## src/rtl/instr_byte_sender.sv

```systemverilog
// instr_byte_sender: serialises a 16-bit instruction word (4-bit opcode plus
// 12-bit operand) into two bytes for a DIP-switch/push-button loader. Each
// byte has a setup phase, a button-high pulse and a button-low gap.
module instr_byte_sender #(
  parameter int unsigned SETUP_CYC = 2,
  parameter int unsigned PULSE_CYC = 4,
  parameter int unsigned GAP_CYC   = 4
) (
  input  logic        clk,
  input  logic        rst_n,
  input  logic        in_valid,
  input  logic [3:0]  in_opcode,
  input  logic [11:0] in_instr,
  output logic        in_ready,
  input  logic        abort,
  output logic [7:0]  data_out,
  output logic        btn_out,
  output logic        busy,
  output logic        done
);

  localparam logic [2:0] IDLE   = 3'd0;
  localparam logic [2:0] SETUP0 = 3'd1;
  localparam logic [2:0] PULSE0 = 3'd2;
  localparam logic [2:0] GAP0   = 3'd3;
  localparam logic [2:0] SETUP1 = 3'd4;
  localparam logic [2:0] PULSE1 = 3'd5;
  localparam logic [2:0] GAP1   = 3'd6;

  // Counter reload values: a state lasting N cycles counts N-1 down to 0.
  localparam logic [7:0] SETUP_LD = 8'(SETUP_CYC - 1);
  localparam logic [7:0] PULSE_LD = 8'(PULSE_CYC - 1);
  localparam logic [7:0] GAP_LD   = 8'(GAP_CYC - 1);

  logic [2:0]  state;
  logic [7:0]  cnt;
  logic [3:0]  op_q;
  logic [11:0] instr_q;
  logic        byte_sel;  // 0: byte0 on the bus, 1: byte1 on the bus

  // Presented byte is selected from the captured word, so it holds through
  // abort and IDLE and reads 8'h00 out of reset.
  always_comb begin
    data_out = byte_sel ? instr_q[11:4] : {instr_q[3:0], op_q};
  end

  // Status outputs decoded directly from the state register.
  always_comb begin
    in_ready = (state == IDLE);
    busy     = (state != IDLE);
    btn_out  = (state == PULSE0) || (state == PULSE1);
  end

  // Sequencer: capture, timed phase walk, abort handling and done pulse.
  always_ff @(posedge clk or negedge rst_n) begin
    if (!rst_n) begin
      state    <= IDLE;
      cnt      <= '0;
      op_q     <= '0;
      instr_q  <= '0;
      byte_sel <= 1'b0;
      done     <= 1'b0;
    end else begin
      done <= 1'b0;
      if (state == IDLE) begin
        if (in_valid) begin
          op_q     <= in_opcode;
          instr_q  <= in_instr;
          byte_sel <= 1'b0;
          state    <= SETUP0;
          cnt      <= SETUP_LD;
        end
      end else if (abort) begin
        state <= IDLE;
        cnt   <= '0;
      end else if (cnt != '0) begin
        cnt <= cnt - 8'd1;
      end else begin
        case (state)
          SETUP0: begin state <= PULSE0; cnt <= PULSE_LD; end
          PULSE0: begin state <= GAP0;   cnt <= GAP_LD;   end
          GAP0: begin
            state    <= SETUP1;
            cnt      <= SETUP_LD;
            byte_sel <= 1'b1;
          end
          SETUP1: begin state <= PULSE1; cnt <= PULSE_LD; end
          PULSE1: begin state <= GAP1;   cnt <= GAP_LD;   end
          GAP1: begin
            state <= IDLE;
            cnt   <= '0;
            done  <= 1'b1;
          end
          default: begin state <= IDLE; cnt <= '0; end
        endcase
      end
    end
  end

endmodule
```

## config.mk

```make
export PLATFORM = sky130hd
export DESIGN_NAME = instr_byte_sender
export DESIGN_NICKNAME = d
export VERILOG_FILES = /design/src/rtl/instr_byte_sender.sv
export SDC_FILE = /design/constraint.sdc
export NUM_CORES = 1
export LEC_CHECK = 0
export ABC_CLOCK_PERIOD_IN_PS = 2300
export CORE_ASPECT_RATIO = 2
export CORE_MARGIN = 2
export CORE_UTILIZATION = 52
export CTS_BUF_LIST = sky130_fd_sc_hd__clkbuf_8
export DETAILED_ROUTE_END_ITERATION = 8
export PLACE_DENSITY_LB_ADDON = 0.3
export RECOVER_POWER = 50
export SYNTH_ARGS = -nofsm -noshare
export SYNTH_HDL_FRONTEND = slang
export SYNTH_SLANG_ARGS = --single-unit
```

## constraint.sdc

```tcl
create_clock -name clk -period 2.3 [get_ports clk]
set_input_delay 0.345 -clock clk [delete_from_list [all_inputs] [get_ports clk]]
set_output_delay 0.345 -clock clk [all_outputs]
set_load 0.01 [all_outputs]
```

# Yosys cells after proc, flatten, opt, wreduce, memory -nomap -nowiden
# Cells that the tools add are included.
word_totals:
  register_bits: 29
  input_bits: 20
  word_cells: 46
  output_inout_bits: 12
op_classes:
  n_mux: 20
  n_reduce_logical: 9
  eq_ne: 10
  addsub: 1
ops:
  columns: ["operator", "n"]
  rows:
  - ["$mux W8", 5]
  - ["$pmux W3 S5", 1]
  - ["$mux W3", 4]
  - ["$eq A3 B3 Y1 const B", 3]
  - ["$mux W1", 9]
  - ["$reduce_bool A8 Y1", 1]
  - ["$sub A8 B1 Y8 const B", 1]
  - ["$eq A3 B2 Y1 const B", 2]
  - ["$ne A2 B2 Y1 const B", 3]
  - ["$pmux W2 S2", 1]
  - ["$reduce_and A2 Y1", 2]
  - ["$reduce_and A4 Y1", 1]
  - ["$reduce_or A4 Y1", 1]
  - ["$eq A3 B1 Y1 const B", 1]
  - ["$logic_not A3 Y1", 1]
  - ["$ne A3 B3 Y1 const B", 1]
  - ["$reduce_bool A3 Y1", 1]
  - ["$reduce_bool A2 Y1", 1]
  - ["$logic_or A1 B1 Y1", 1]

# Depth between registers and ports, before layout
# Gate-level depths: netlist of run 1.
logic_depth:
  word_depth: 6
  depth_mapped: 7
  mapped_depth_nobuf: 6

# Worst setup path after synthesis of run 1
# Ideal clock, no wire load.
synth_timing:
  kind: "register -> register"
  from: "reg cnt[0]"
  to: "reg cnt[5]"
  arrival_time_ps: 1615
  setup_time_ps: 126
  slack_ps: 559
  path_buffers: 1
  stages_incl_launch_ff: 8
  required_time_ps: 2174
  period_less_slack_ps: 1741
  cell_sequence: "dfrtp_1 > inv_1 > ha_1 > nor3b_2 > and2_1 > buf_4 > nor3_1 > a221o_1"
synth_between:
  elab_chain_cells: 4
  elab_cells_between_ends: 5
  cone_classes: "add/sub (1); mux (3); reduce/logical (1)"
synth_rtl:
  columns: ["item", "line", "source"]
  rows:
  - ["from (decl)", "36", "logic [7:0] cnt;"]
  - ["from (signal assigned)", "77", "cnt <= cnt - 8'd1;"]
  - ["$sub A8 B1 Y8 / $reduce_bool A8 Y1 (equally long branches)", "77, 76", null]
  - ["$mux W8 *", "76", "end else if (cnt != '0) begin"]
  - ["$mux W8 *", "73", "end else if (abort) begin"]
  - ["$mux W8 *", "65", "if (state == IDLE) begin"]
# Every way passes the cells marked *; elsewhere a longest branch is shown, timed or not.
# A chain may end at the register's enable or synchronous reset.

# Worst setup path after layout of run 1
layout_timing:
  from: "reg byte_sel"
  to: "out data_out[0]"
layout_between:
  elab_chain_cells: 1
layout_rtl:
  columns: ["item", "line", "source"]
  rows:
  - ["from (decl)", "39", "logic byte_sel;"]
  - ["from (signal assigned)", "61", "byte_sel <= 1'b0;"]
  - ["from (signal assigned)", "69", "byte_sel <= 1'b0;"]
  - ["from (signal assigned)", "85", "byte_sel <= 1'b1;"]
  - ["$mux W8", "44", "data_out = byte_sel ? instr_q[11:4] : {instr_q[3:0], op_q};"]
  - ["to (decl)", "16", "output logic [7:0] data_out,"]
# Every way passes these cells.

==> reports/metrics.yaml, run 1 <==
status: "complete, but fails checks"
violations: "capacitance limit, slew limit"
cts_buffers: 5
io_pins: 32
worst_pin_slew_ps: 1510
hp-class: "flip-flop to flip-flop"
hold_ws_ps: 505
vias: 1139
clock-root-buffer: "clkbuf_8"
arrival_ps: 1740
final_nets: 183
synthesis.area_sq_um: 1460
cts.sinks: 29
drc: 0
antenna_cells: 0
slew_headroom: -0.00469
holdBufCountCts: 0
cts_resized: 0
drt-pass1-iter-count: 4
cts_setup_buffers: 0
gp_congestion: 0.854
min_from: "op_q[3]"
die_h_um: 78.9
ant_nets: 0
layout-drive-gt1-share: 0.233
critPathMaxFanout: 9
p_per_area_nw_per_um2: 1490
overflow: 0
grt_pass1_vias: 1237
maxSlewViolCount: 30
core_sq_um: 2700
irDropWorstVdd_mv: 0.869
drt_iter0_drc: 22
synth_edf_count: 0
io_buffers: 31
synth_cells: 127
synthFlopType: "dfrtp_1"
crit_start: "byte_sel"
grt_pass1_wl_um: 5160
fin_crit_ps: 2090
syn_nets: 148
crit_path_start_kind: "flip-flop"
r2r_start: "cnt[0]"
wl_per_cell_um: 15.3
ctsHtreeMaxLevel: 2
syn_avg_cell_area_sq_um: 11.5
clkTransAtPathRegs_ps: 60
row_count: 27
ys_ff_latch: 29
crit_type: "flip-flop to primary output"
static-leakage-power_nw: 0.799
start_util: 0.540
fmax_ghz: 0.479
slowest_stage: "dfrtp_1"
rsz0062_at_grt: "no"
path_cells: "mux2_2 -> clkdlybuf4s50_1"
synth.distinct_cells: 32
antenna_found_initial: 0
die_x_um: 41.5
max-clock-path-buffers: 2
mostFrequentLayoutCells: "dfrtp_1 (29), clkdlybuf4s50_1 (29), mux2_2 (25)"
yosys_warnings: 0
required_ps: 1960
period_share: 0.907
wirelength_um: 2930
cap_violations: 1
area_growth_pct: 31.4
grt_usage: 0.205
dieArea_sq_um: 3270
fillCellCount: 202
yosysSeqAreaShare: 0.497
grt_max_degree: 30
slowest_delay_ps: 580
hpwlAfterDp_um: 2170
async_flop_share: 1.00
cts_tree: "built"
via_per_inst: 5.93
fin_setup_tns_ps: 0
report.final.setup_viol: 0
clk_latency_ps: 280
hold_violations: 0
worstSetupEndpointType: "primary output"
clock_skew_ps: 3.15
## critical path, delay by kind of cell, from the launching register on
kind | cells | cell delay, ps
DFF | 1 | 580
buffers and inverters | 1 | 480
muxes | 1 | 390
## flip-flops by register name (all words and copies together) (netlist names)
name,cells
state,3
byte_sel,1
op_q,4
done,1
instr_q,12
cnt,8
## stage by stage
step                      cell area, sq um  std cells  utilization  setup WS, ps  power, mW
after floorplan                       1460        127            -           559       1.79
after global placement                1790        184        0.663           379       2.20
after detailed placement              1790        184        0.663           321       2.25
after CTS                             1930        192        0.713           204       2.89
after global routing                  1920        192        0.710           111       3.06
final                                 1920        192        0.710           214       2.87
## layer usage
metal,vias to the layer above,GRT usage,share of wire
met2,46,0.350,0.56
met1,548,0.212,0.35
met4,0,0.139,0.033
met3,13,0.0545,0.059
li1,532,-,-
met5,-,0,0
## where the power goes
| group | internal, mW | switching, mW |
|---|---|---|
| sequential | 0.731 | 0.196 |
| combinational | 0.728 | 0.581 |
| clock | 0.430 | 0.201 |
## area by class of cell
cell class              instances  area, sq um  share of cell area
clock inverters                 3         65.1              0.0339
well taps                      29         36.3              0.0189
repair buffers                 33          319               0.166
multi-input cells              86          678               0.353
inverters                       7         26.3              0.0137
clock buffers                   5         68.8              0.0359
flip-flops and latches         29          726               0.378
## synthesized netlist by cell type, types with 2 or more instances
master,count,area (sq um)
a21oi_1,3,15.0
and2_1,2,12.5
buf_4,3,22.5
clkbuf_1,2,7.51
dfrtp_1,29,726
inv_1,7,26.3
mux2_2,25,282
nand2_1,6,22.5
nand2b_1,2,12.5
nand3_1,3,15.0
nand3b_1,2,15.0
nor2_1,6,22.5
nor2b_1,2,12.5
nor3_1,5,25.0
o21ai_0,12,60.1
or4_1,2,15.0
## kinds of logic after synthesis
kind of cell / count (synthesis) / synth area share
compound gates: 25 / 0.114
fa+ha+maj: 1 / 0.00857
buf+inv: 12 / 0.0386
flops: 29 / 0.497
mux: 25 / 0.193
simple gates: 35 / 0.149
## path summary, 6_finish.rpt
check / endpoint / slack, ps / cells after the start
min in group asynchronous: cnt[5] / 880 / 2
min: op_q[3] / 500 / 1
max in group asynchronous: instr_q[2] / 540 / 2
max: data_out[0] / 210 / 2
min reg2reg: op_q[3] / 500 / 1
max reg2reg: cnt[5] / 310 / 6
Power figures use the tool's default switching activity.
==> run 2: changes to the inputs <==
--- a/config.mk
+++ b/config.mk
@@ -11,7 +11,8 @@
 export CORE_UTILIZATION = 52
 export CTS_BUF_LIST = sky130_fd_sc_hd__clkbuf_8
 export DETAILED_ROUTE_END_ITERATION = 8
-export PLACE_DENSITY_LB_ADDON = 0.3
+export HOLD_SLACK_MARGIN = 0.03
+export PLACE_DENSITY = 0.82
 export RECOVER_POWER = 50
 export SYNTH_ARGS = -nofsm -noshare
 export SYNTH_HDL_FRONTEND = slang
==> constraint.sdc (replaced) <==
create_clock -name clk -period 2.3 [get_ports clk]
set_input_delay 0.46 -clock clk [delete_from_list [all_inputs] [get_ports clk]]
set_output_delay 0.46 -clock clk [all_outputs]
set_load 0.01 [all_outputs]
==> reports/metrics.yaml, run 2 (synthesized netlist as in run 1, its figures left out) <==
irDropWorstVdd_mv: 0.712  # -18%
cts.sinks: 29  # unchanged
layout-drive-gt1-share: 0.242  # +0.00930
p_per_area_nw_per_um2: 1410  # -5.3%
holdBufCountCts: 0  # unchanged
clock-root-buffer: "clkbuf_8"
period_share: 0.945  # +0.0378
required_ps: 1840  # -120 ps
reg.largest.list: "instr_q (12), cnt (8), op_q (4)"
critPathBufInv: 1  # unchanged
dp_cells: 186  # +1.1%
io_pins: 32  # unchanged
placed_area_sq_um: 1810  # +0.84%
cts_buffers: 5  # unchanged
drc: 0  # unchanged
dp_slack_ps: 409  # +88.2 ps
drt_iter0_drc: 17  # -23%
critPathMaxFanout: 9  # unchanged
critPathTopFamily: "flip-flops"
cap_violations: 0  # -1
drt-pass1-iter-count: 4  # unchanged
grt_max_degree: 30  # unchanged
worstSetupEndpointType: "primary output"
fin_cells: 194  # +1.0%
report.final.setup_viol: 0  # unchanged
arrival_ps: 1710  # -30 ps
slowest_stage: "dfrtp_1"
hp-class: "flip-flop to flip-flop"
cts_setup_buffers: 0  # unchanged
slowest_delay_ps: 570  # about the same
vias: 1116  # -2.0%
max-clock-path-buffers: 2  # unchanged
ant_nets: 0  # unchanged
worst_pin_slew_ps: 690  # -817 ps
cts_resized: 0  # unchanged
row_count: 27  # unchanged
final_nets: 185  # +1.1%
hold_violations: 0  # unchanged
fin_ws_ps: 127  # -86.9 ps
postLayoutCellArea_sq_um: 1880  # -1.8%
antenna_found_initial: 0  # unchanged
grt_pass1_vias: 1181  # -4.5%
clkTransAtPathRegs_ps: 70  # about the same
die_x_um: 41.5  # unchanged
fin_crit_ps: 2170  # +86.9 ps
rsz0062_at_grt: "no"
status: "completed"
path_cells: "mux2_2 -> clkdlybuf4s50_1"
cts_tree: "built"
final_util: 0.697  # -0.0130
area_growth_pct: 29.0
crit_type: "flip-flop to primary output"
io_buffers: 31  # unchanged
slew_headroom: 0.540  # +0.545
crit_path_start_kind: "flip-flop"
mostFrequentLayoutCells: "dfrtp_1 (29), clkdlybuf4s50_1 (29), mux2_2 (25)"
overflow: 0  # unchanged
wl_per_cell_um: 15.7  # +3.0%
antenna_cells: 0  # unchanged
grt_pass1_wl_um: 5240  # +1.5%
max_flop_register: "instr_q"
hpwlAfterDp_um: 2270  # +4.5%
via_per_inst: 5.75  # -3.0%
clk_latency_ps: 280  # about the same
start_util: 0.540  # unchanged
static-leakage-power_nw: 0.792  # -0.78%
fin_setup_tns_ps: 0  # unchanged
die_h_um: 78.9  # unchanged
grt_usage: 0.210  # +0.00513
core_sq_um: 2700  # unchanged
wirelength_um: 3050  # +4.1%
gp_congestion: 0.837  # -2.1%
maxSlewViolCount: 0  # -100%
dieArea_sq_um: 3270  # unchanged
fmax_ghz: 0.460  # -4.0%
largest_register_ffs: 12  # unchanged
ctsHtreeMaxLevel: 2  # unchanged
clock_skew_ps: 9.12  # +5.97 ps
run 2: changes by cell type in the layout (fill, tap and decap cells not counted), sizes merged:
cell / before / now
inv: 7 / 8
bufinv: 2 / 0
clkinv: 1 / 2
buf: 0 / 2
run 2: cell type report:
class                   instances  area [sq um]
fillers                       192           818
flip-flops and latches         29           726
multi-input cells              86           678
repair buffers                 35           335
clock buffers                   5          68.8
well taps                      29          36.3
inverters                       7          26.3
clock inverters                 3          13.8
run 2: through the flow:
stage	power, mW	hold WS (ps)
final	2.66	506
after global routing	2.85	522
after CTS	2.69	509
after detailed placement	2.28	492
after global placement	2.23	485
after floorplan	1.79	164
run 2: layer usage:
metal	routed length, um	GRT usage	vias up
met1	1220	0.225	542
li1	-	-	541
met2	1670	0.358	29
met5	0	0	-
met4	59	0.139	0
met3	103	0.0477	4
run 2: report_power, final:
part	internal [mW]	leakage, nW	switching (mW)
sequential	0.731	0.362	0.206
clock	0.205	0.0491	0.192
combinational	0.744	0.381	0.587
run 2: final timing paths:
check	start	end	slack, ps	depth (start not counted)
min in group asynchronous	rst_n	instr_q[3]	750	2
max in group asynchronous	rst_n	done	1090	2
min reg2reg	op_q[0]	op_q[0]	510	1
max	byte_sel	data_out[7]	130	2
max reg2reg	cnt[0]	cnt[5]	400	6
min	op_q[0]	op_q[0]	510	1
